--- config.mk ---
export PLATFORM = sky130hd
export DESIGN_NAME = servo_pwm_capture
export DESIGN_NICKNAME = d
export VERILOG_FILES = /design/src/rtl/servo_pwm_capture.sv
export SDC_FILE = /design/constraint.sdc
export NUM_CORES = 1
export LEC_CHECK = 0
export BUFFER_PORTS_ARGS = -buffer_cell sky130_fd_sc_hd__buf_4
export CAP_MARGIN = 20
export CORE_UTILIZATION = 32
export CTS_CLUSTER_SIZE = 10
export DETAILED_ROUTE_END_ITERATION = 6
export HOLD_SLACK_MARGIN = 0.05
export PLACE_DENSITY = 0.55
export SYNTH_ARGS = -nofsm -noshare
export SYNTH_HDL_FRONTEND = slang
export SYNTH_SLANG_ARGS = --single-unit
--- constraint.sdc ---
create_clock -name CLK -period 6.3 [get_ports CLK]
set_clock_uncertainty 0.1 [all_clocks]
set_input_delay 1.89 -clock CLK [delete_from_list [all_inputs] [get_ports CLK]]
set_output_delay 1.89 -clock CLK [all_outputs]
set_load 0.03 [all_outputs]
--- src/rtl/servo_pwm_capture.sv ---
// servo_pwm_capture
//   Measures the high-pulse width of a hobby-servo PWM input in whole
//   microseconds. It checks the width against an accepted range and tracks
//   whether a valid signal is currently present.
//
// Ports
//   CLK        in   system clock; all logic runs on its rising edge
//   RST_N      in   asynchronous active-low reset
//   PMOD       in   asynchronous servo PWM input (high pulse, ~20 ms frame)
//   pulse_us   out  [11:0] last accepted high-pulse width in us
//   valid      out  one-cycle strobe: pulse_us updated this cycle
//   range_err  out  one-cycle strobe: pulse rejected as out of range
//   locked     out  a valid pulse was accepted and no timeout since
module servo_pwm_capture #(
  parameter int TICKS_PER_US = 25,
  parameter int MIN_US       = 500,
  parameter int MAX_US       = 2700,
  parameter int TIMEOUT_US   = 25000
) (
  input  logic        CLK,
  input  logic        RST_N,
  input  logic        PMOD,
  output logic [11:0] pulse_us,
  output logic        valid,
  output logic        range_err,
  output logic        locked
);

  localparam int PW = (TICKS_PER_US > 1) ? $clog2(TICKS_PER_US) : 1;
  localparam int WW = $clog2(TIMEOUT_US + 1);

  localparam logic [PW-1:0] PRESC_LAST = PW'(TICKS_PER_US - 1);
  localparam logic [11:0]   MIN_L      = 12'(MIN_US);
  localparam logic [11:0]   MAX_L      = 12'(MAX_US);
  localparam logic [11:0]   US_SAT     = 12'hFFF;
  localparam logic [WW-1:0] WD_LAST    = WW'(TIMEOUT_US);

  typedef enum logic [1:0] {IDLE, WAIT_RISE, HIGH} state_t;

  state_t        state;
  logic          pmod_p0, pmod_p1, pmod_p2;
  logic          fill_p0, fill_p1;
  logic [PW-1:0] presc;
  logic [11:0]   us_cnt;
  logic [PW-1:0] wd_presc;
  logic [WW-1:0] wd_cnt;

  logic          synced, rise, fall;
  logic          presc_wrap, wd_wrap;
  logic [PW-1:0] presc_nxt, wd_presc_nxt;
  logic [11:0]   us_nxt;
  logic [WW-1:0] wd_cnt_nxt;

  // Stage p1 is the synchronized input; p2 is its previous value.
  assign synced = pmod_p1;
  assign rise   = pmod_p1 & ~pmod_p2;
  assign fall   = ~pmod_p1 & pmod_p2;

  // The width counter keeps running in the fall cycle too. As a result, the
  // value used at the fall equals floor(high cycles / TICKS_PER_US). The rise
  // cycle, which clears the counters, is itself one of the high cycles.
  always_comb begin
    presc_wrap   = (presc == PRESC_LAST);
    presc_nxt    = presc_wrap ? '0 : presc + PW'(1);
    us_nxt       = (presc_wrap && (us_cnt != US_SAT)) ? us_cnt + 12'd1 : us_cnt;
    wd_wrap      = (wd_presc == PRESC_LAST);
    wd_presc_nxt = wd_wrap ? '0 : wd_presc + PW'(1);
    wd_cnt_nxt   = (wd_wrap && (wd_cnt != WD_LAST)) ? wd_cnt + WW'(1) : wd_cnt;
  end

  always_ff @(posedge CLK or negedge RST_N) begin
    if (!RST_N) begin
      state     <= IDLE;
      pmod_p0   <= 1'b0;
      pmod_p1   <= 1'b0;
      pmod_p2   <= 1'b0;
      fill_p0   <= 1'b0;
      fill_p1   <= 1'b0;
      presc     <= '0;
      us_cnt    <= '0;
      wd_presc  <= '0;
      wd_cnt    <= '0;
      pulse_us  <= '0;
      valid     <= 1'b0;
      range_err <= 1'b0;
      locked    <= 1'b0;
    end else begin
      // Synchronizer stages p0 -> p1 -> p2.
      pmod_p0   <= PMOD;
      pmod_p1   <= pmod_p0;
      pmod_p2   <= pmod_p1;
      // fill_p1 marks the point where pmod_p1 holds a real sample and no
      // longer a reset value. Without it, a line that is already high at
      // reset release would look like a fresh rise.
      fill_p0   <= 1'b1;
      fill_p1   <= fill_p0;
      valid     <= 1'b0;
      range_err <= 1'b0;

      case (state)
        IDLE: begin
          if (fill_p1 && !synced) state <= WAIT_RISE;
        end
        WAIT_RISE: begin
          if (rise) begin
            presc  <= '0;
            us_cnt <= '0;
            state  <= HIGH;
          end
        end
        HIGH: begin
          presc  <= presc_nxt;
          us_cnt <= us_nxt;
          if (fall) begin
            if ((us_nxt >= MIN_L) && (us_nxt <= MAX_L)) begin
              pulse_us <= us_nxt;
              valid    <= 1'b1;
              locked   <= 1'b1;
            end else begin
              range_err <= 1'b1;
            end
            state <= WAIT_RISE;
          end else if (us_nxt > MAX_L) begin
            // Still high past the maximum: reject now, then wait for the
            // line to go low before arming again.
            range_err <= 1'b1;
            state     <= IDLE;
          end
        end
        default: state <= IDLE;
      endcase

      // Watchdog: a free-running us counter, cleared by every rise. A rise
      // in the expiry cycle takes priority, so locked is left untouched.
      if (rise) begin
        wd_presc <= '0;
        wd_cnt   <= '0;
      end else begin
        wd_presc <= wd_presc_nxt;
        wd_cnt   <= wd_cnt_nxt;
        if (wd_cnt_nxt == WD_LAST) locked <= 1'b0;
      end
    end
  end

endmodule

**Yosys cells after proc, flatten, opt, wreduce, memory -nomap -nowiden**

Index checks and enable logic that the tools add are counted.

- Input bits: 3
- Word-level logic and storage cells: 72
- Output and inout bits: 15
- Flip-flop bits (word level): 59

- Mux-type cells: 27
- Magnitude comparators: 3
- Bitwise operators: 4
- Reductions and logical operators: 10
- Equal/unequal tests: 10
- Add/subtract/negate cells: 4

Operators with widths:

| operator | count |
|---|---|
| $mux 15 | 2 |
| $mux 12 | 2 |
| $pmux 12 s2 | 1 |
| $mux 5 | 4 |
| $add 15x1->15 const B | 1 |
| $eq 15x15->1 const B | 1 |
| $ne 15x15->1 const B | 1 |
| $add 12x1->12 const B | 1 |
| $ge 12x9->1 const B | 1 |
| $gt 12x12->1 const B | 1 |
| $le 12x12->1 const B | 1 |
| $mux 1 | 12 |
| $ne 12x12->1 const B | 1 |
| $add 5x1->5 const B | 2 |
| $eq 5x5->1 const B | 2 |
| $pmux 5 s2 | 1 |
| $mux 2 | 4 |
| $pmux 2 s3 | 1 |
| $reduce_and 3->1 | 2 |
| $logic_and 1x1->1 | 4 |
| $ne 2x2->1 const B | 2 |
| $ne 3x3->1 const B | 1 |
| $and 1x1->1 | 2 |
| $eq 2x1->1 const B | 1 |
| other kinds (6) | 7 |

**Depth between registers and ports, before layout**

- Depth after elaboration: 10
- Depth in mapped cells: 11
- Gate-level depth less buffers: 9

**Least setup slack after synthesis**

No wires, ideal clock.

- Kind: register to register
- Start point: reg presc[0]
- End point: reg pulse_us[10]
- Arrival time: 2.895 ns
- Setup slack: 3.180 ns
- Library setup time: 0.125 ns
- Data required time: 6.075 ns
- Buffers on the path: 1
- Stages on the path, launching flop included: 10
- Period minus slack after synthesis: 3.120 ns
- Path through: dfrtp_1 > inv_1 > ha_1 > nand4b_4 > or4b_1 > a211o_1 > a2111o_1 > a211oi_4 > buf_8 > mux2_4

- Word-level cells in the longest chain between the ends: 6
- Elaborated cells on any way between the ends: 7
- Those cells by class: order compare: 2; eq/ne: 1; mux: 1; reduce/logical: 3

Ends and longest elaborated chain:

| what | RTL line | source |
|---|---|---|
| from (decl) | 43 | `logic [PW-1:0] presc;` |
| from (signal assigned) | 112 | `presc <= presc_nxt;` |
| $eq 5x5->1 (*) | 63 | `presc_wrap = (presc == PRESC_LAST);` |
| $logic_and 1x1->1 (*) | 65 | `us_nxt = (presc_wrap && (us_cnt != US_SAT)) ? us_cnt + 12'd1 : us_cnt;` |
| $mux 12 (*) | 65 |  |
| $ge 12x9->1 / $le 12x12->1 (equally long branches) | 115 | `if ((us_nxt >= MIN_L) && (us_nxt <= MAX_L)) begin` |
| $logic_and 1x1->1 | 115 |  |
| $reduce_and 3->1 (no line) | -- |  |
| to (signal assigned) | 116 | `pulse_us <= us_nxt;` |
| to (decl) | 23 | `output logic [11:0] pulse_us,` |

Every way passes the cells marked *; elsewhere a longest branch is shown, timed or not.
A chain may end at the register's enable or synchronous reset.

**Final worst setup path**

- Start point: reg presc[0]
- End point: reg pulse_us[0]

Same word-level chain as after synthesis.

==> impl_metrics.csv <==
group,metric,value,unit
cts,cts_setup_buffers,0,
cts,clock_latency,340,ps
outcome,status,"completed",
sta,worst_pin_slew,877,ps
worst_setup_path,path_max_fanout,14,
power,p_switching,215,uW
logic_synthesis,yosysTopAreaCell,"dfrtp_1",
placed_design,dpl.hpwl,4890,um
floorplanning,die-area,0.0108,mm^2
routing,drtPass1Iterations,4,
sta,period_share,58.5,%
run,drv_cap,0,
finish,area.growth.synth_to_final,12.0,%
finish,diodes,0,
cts,max-clock-path-buffers,2,
power,pwr-share-seq,52.6,%
power,p_int,583,uW
routing,ant_nets,0,
logic_synthesis,ys_seq_area_share,44.4,%
logic_synthesis,synth_top_area_share,44.4,%
worst_setup_path,cp-start-kind,"flip-flop",
hold_path,hp-class,"reg2reg",
placed_design,routabilityCongestion,0.884,
logic_synthesis,syn_area,0.00332,mm^2
routing,wl_per_cell,14.1,um
worst_setup_path,path_class,"reg2reg",
cts,clock-sinks,59,
routing,num_vias,2518,
logic_synthesis,synth_fp_nets,347,
cts,postCtsHoldBufs,0,
grt,grt_first_pass_wirelength,12100,um
worst_setup_path,critPathArrivalTime,3810,ps
sta,slew_viol_final,0,
sta,period_needed,3680,ps
worst_setup_path,required,6420,ps
routing,wirelength,6930,um
grt,gr-usage-all-layers,14.1,%
grt,met2_usage,21.7,%
power,p_clk_share,36.2,%
floorplanning,die_y,104,um
power,sw_frac_of_total,26.9,%
finish,final_layout_size_suffix_gt1_share,15.6,%
logic_synthesis,ys_warn_count,0,
logic_synthesis,avgSynthCellArea,9.86,um^2
floorplanning,initial_core_util,33.5,%
power,p_leak,1.62,nW
placed_design,io_buffers,17,
grt,grt_pass1_vias,2438,
logic_synthesis,ys_async_sr_fraction,100,%
cts,cts_tree,"done",
logic_synthesis,yosys-top-cells-area,"dfrtp_1 (44%), nor2_1 (3.8%), xnor2_1 (3.4%)",
power,power.density,214,mW/mm^2
sta,slew-limit-headroom,41.3,%
cts,cts_buffers,9,
grt,grt_overflow,0,
power,combPwrFrac,11.2,%
grt,antenna_found_initial,0,
grt,use_met3,4.57,%
logic_synthesis,synth_cell_types,63,
power,ir_worst_vdd,0.000105,V
grt,busiest_layer,"met2",
cts,clk_pin_slew_worst_paths,60,ps
floorplanning,rows,36,
cts,ctsRootBufferMaster,"clkbuf_8",
worst_setup_path,end_kind,"flip-flop",
sta,setup_viol_count_final,0,
finish,nets,366,
logic_synthesis,ys_ff_latch,59,
sta,report.final.hold_viol_count,0,
routing,initialDrtViolationCount,113,
sta,fin_setup_tns,0,ps
sta,clock.fmax,271,MHz
grt,grt.met1_usage,18.2,%
logic_synthesis,postSynthCellCount,337,
cts,cts_resized,0,
logic_synthesis,synth_edf_count,0,
grt,grt_max_degree,60,
routing,drc_errors,0,
floorplanning,coreArea,0.00991,mm^2
power,power.total,798,uW
sta,rsz0062_at_grt,"false",
logic_synthesis,synth-main-ff-cell,"dfrtp_1",
floorplanning,pin_count,18,
cts,htree_num_levels,3,
floorplanning,die_w,104,um
routing,avgViaCountPerCell,5.11,
-- cells in the mapped netlist, drive strengths merged, types with 4 or more instances --
cell type	n
xor2	13
nand3	18
a21oi	14
buf	7
mux2	15
xnor2	13
and3	6
nand2	29
ha	7
nor2	34
clkbuf	5
a22o	5
inv	12
nand4	11
and2	7
nor3	4
o21ai	17
mux2i	4
dfrtp	59
-- power groups by stage --
stage | Combinational (mW) | Clock, mW | Sequential, mW
3_3_place_gp | 0.0892 | 0 | 0.425
3_5_place_dp | 0.0912 | 0 | 0.426
5_1_grt | 0.103 | 0.322 | 0.422
4_1_cts | 0.0916 | 0.305 | 0.419
2_1_floorplan | 0.0620 | 0 | 0.422
6_report | 0.0894 | 0.289 | 0.419
-- layout by cell type (no fill, tap or decap), types with 3 or more instances in the layout --
cell / netlist / layout
dfrtp_1: 59 / 59
nor2_1: 34 / 34
nand2_1: 29 / 29
buf_4: 1 / 20
nand3_1: 18 / 18
o21ai_0: 17 / 17
a21oi_1: 14 / 14
xor2_1: 13 / 13
xnor2_1: 13 / 13
inv_1: 12 / 12
nand4_1: 10 / 10
clkbuf_8: 0 / 10
mux2_2: 8 / 8
and2_1: 7 / 7
mux2_4: 7 / 7
ha_1: 7 / 7
and3_1: 5 / 5
a22o_1: 5 / 5
nor3_1: 4 / 4
mux2i_1: 4 / 4
nand2b_1: 3 / 3
nor2b_1: 3 / 3
a41oi_1: 3 / 3
or3_1: 3 / 3
a31oi_1: 3 / 3
a21o_1: 3 / 3
a211o_1: 3 / 3
clkinv_2: 0 / 3
-- registers in the layout, indices dropped and copies added (netlist names) --
| register | count |
|---|---|
| pmod_p1 | 1 |
| wd_cnt | 15 |
| presc | 5 |
| fill_p1 | 1 |
| state | 2 |
| pmod_p2 | 1 |
| wd_presc | 5 |
| pulse_us | 12 |
| valid | 1 |
| pmod_p0 | 1 |
| locked | 1 |
| fill_p0 | 1 |
| us_cnt | 12 |
| range_err | 1 |
-- kinds of logic after synthesis --
family          after synthesis  synth area share, %
xor+xnor                     26                 6.86
fa+ha+maj                     7                 2.64
buf+inv                      25                 3.80
mux                          19                 7.08
other cells                   1                0.113
compound gates               63                 12.9
simple gates                137                 22.1
flops                        59                 44.4
-- critical path, cell delays in order, from the launching register on --
cell and delay, ps:
dfrtp_1 410, inv_1 70, ha_1 200, and4b_1 440
nand4_2 160, mux2_4 350, nand3b_1 180, a2111o_1 460
a211oi_4 780, mux2_2 410
-- area by class of cell --
class	count	area [um^2]
timing repair buffer	20	150
sequential	59	1480
inverter	13	48.8
tap	133	166
fill	1018	6190
clock buffer	12	145
clock inverter	3	15.0
multi-input combinational	253	1720
-- final timing paths --
| kind | startpoint | end | slack, ps | depth (start not counted) |
|---|---|---|---|---|
| worst max-delay path | presc[0] | pulse_us[0] | 2620 | 9 |
| worst max register to register | presc[0] | pulse_us[0] | 2620 | 9 |
| worst min-delay path | fill_p0 | fill_p1 | 250 | 0 |
| worst min register to register | fill_p0 | fill_p1 | 250 | 0 |
| min in group asynchronous | RST_N | wd_presc[3] | 1500 | 1 |
| max in group asynchronous | RST_N | presc[3] | 4090 | 1 |
-- per-layer routing --
| layer | vias up | wire length (um) |
|---|---|---|
| met5 | - | 0 |
| met4 | 0 | 102 |
| met3 | 10 | 275 |
| met2 | 44 | 3260 |
| met1 | 1221 | 3290 |
| li1 | 1243 | - |
-- per-stage QoR --
step,std cells,util (%),worst slack [ps],hold WS (ps),instance area (um^2)
after floorplan,337,-,3180,231,3320
after global placement,478,35.9,2680,231,3560
after detailed placement,478,35.9,2580,239,3560
after CTS,493,37.6,2570,256,3720
after global routing,493,37.6,2410,264,3720
final,493,37.6,2620,251,3720
Note: power is estimated with default switching activity, not from simulation.
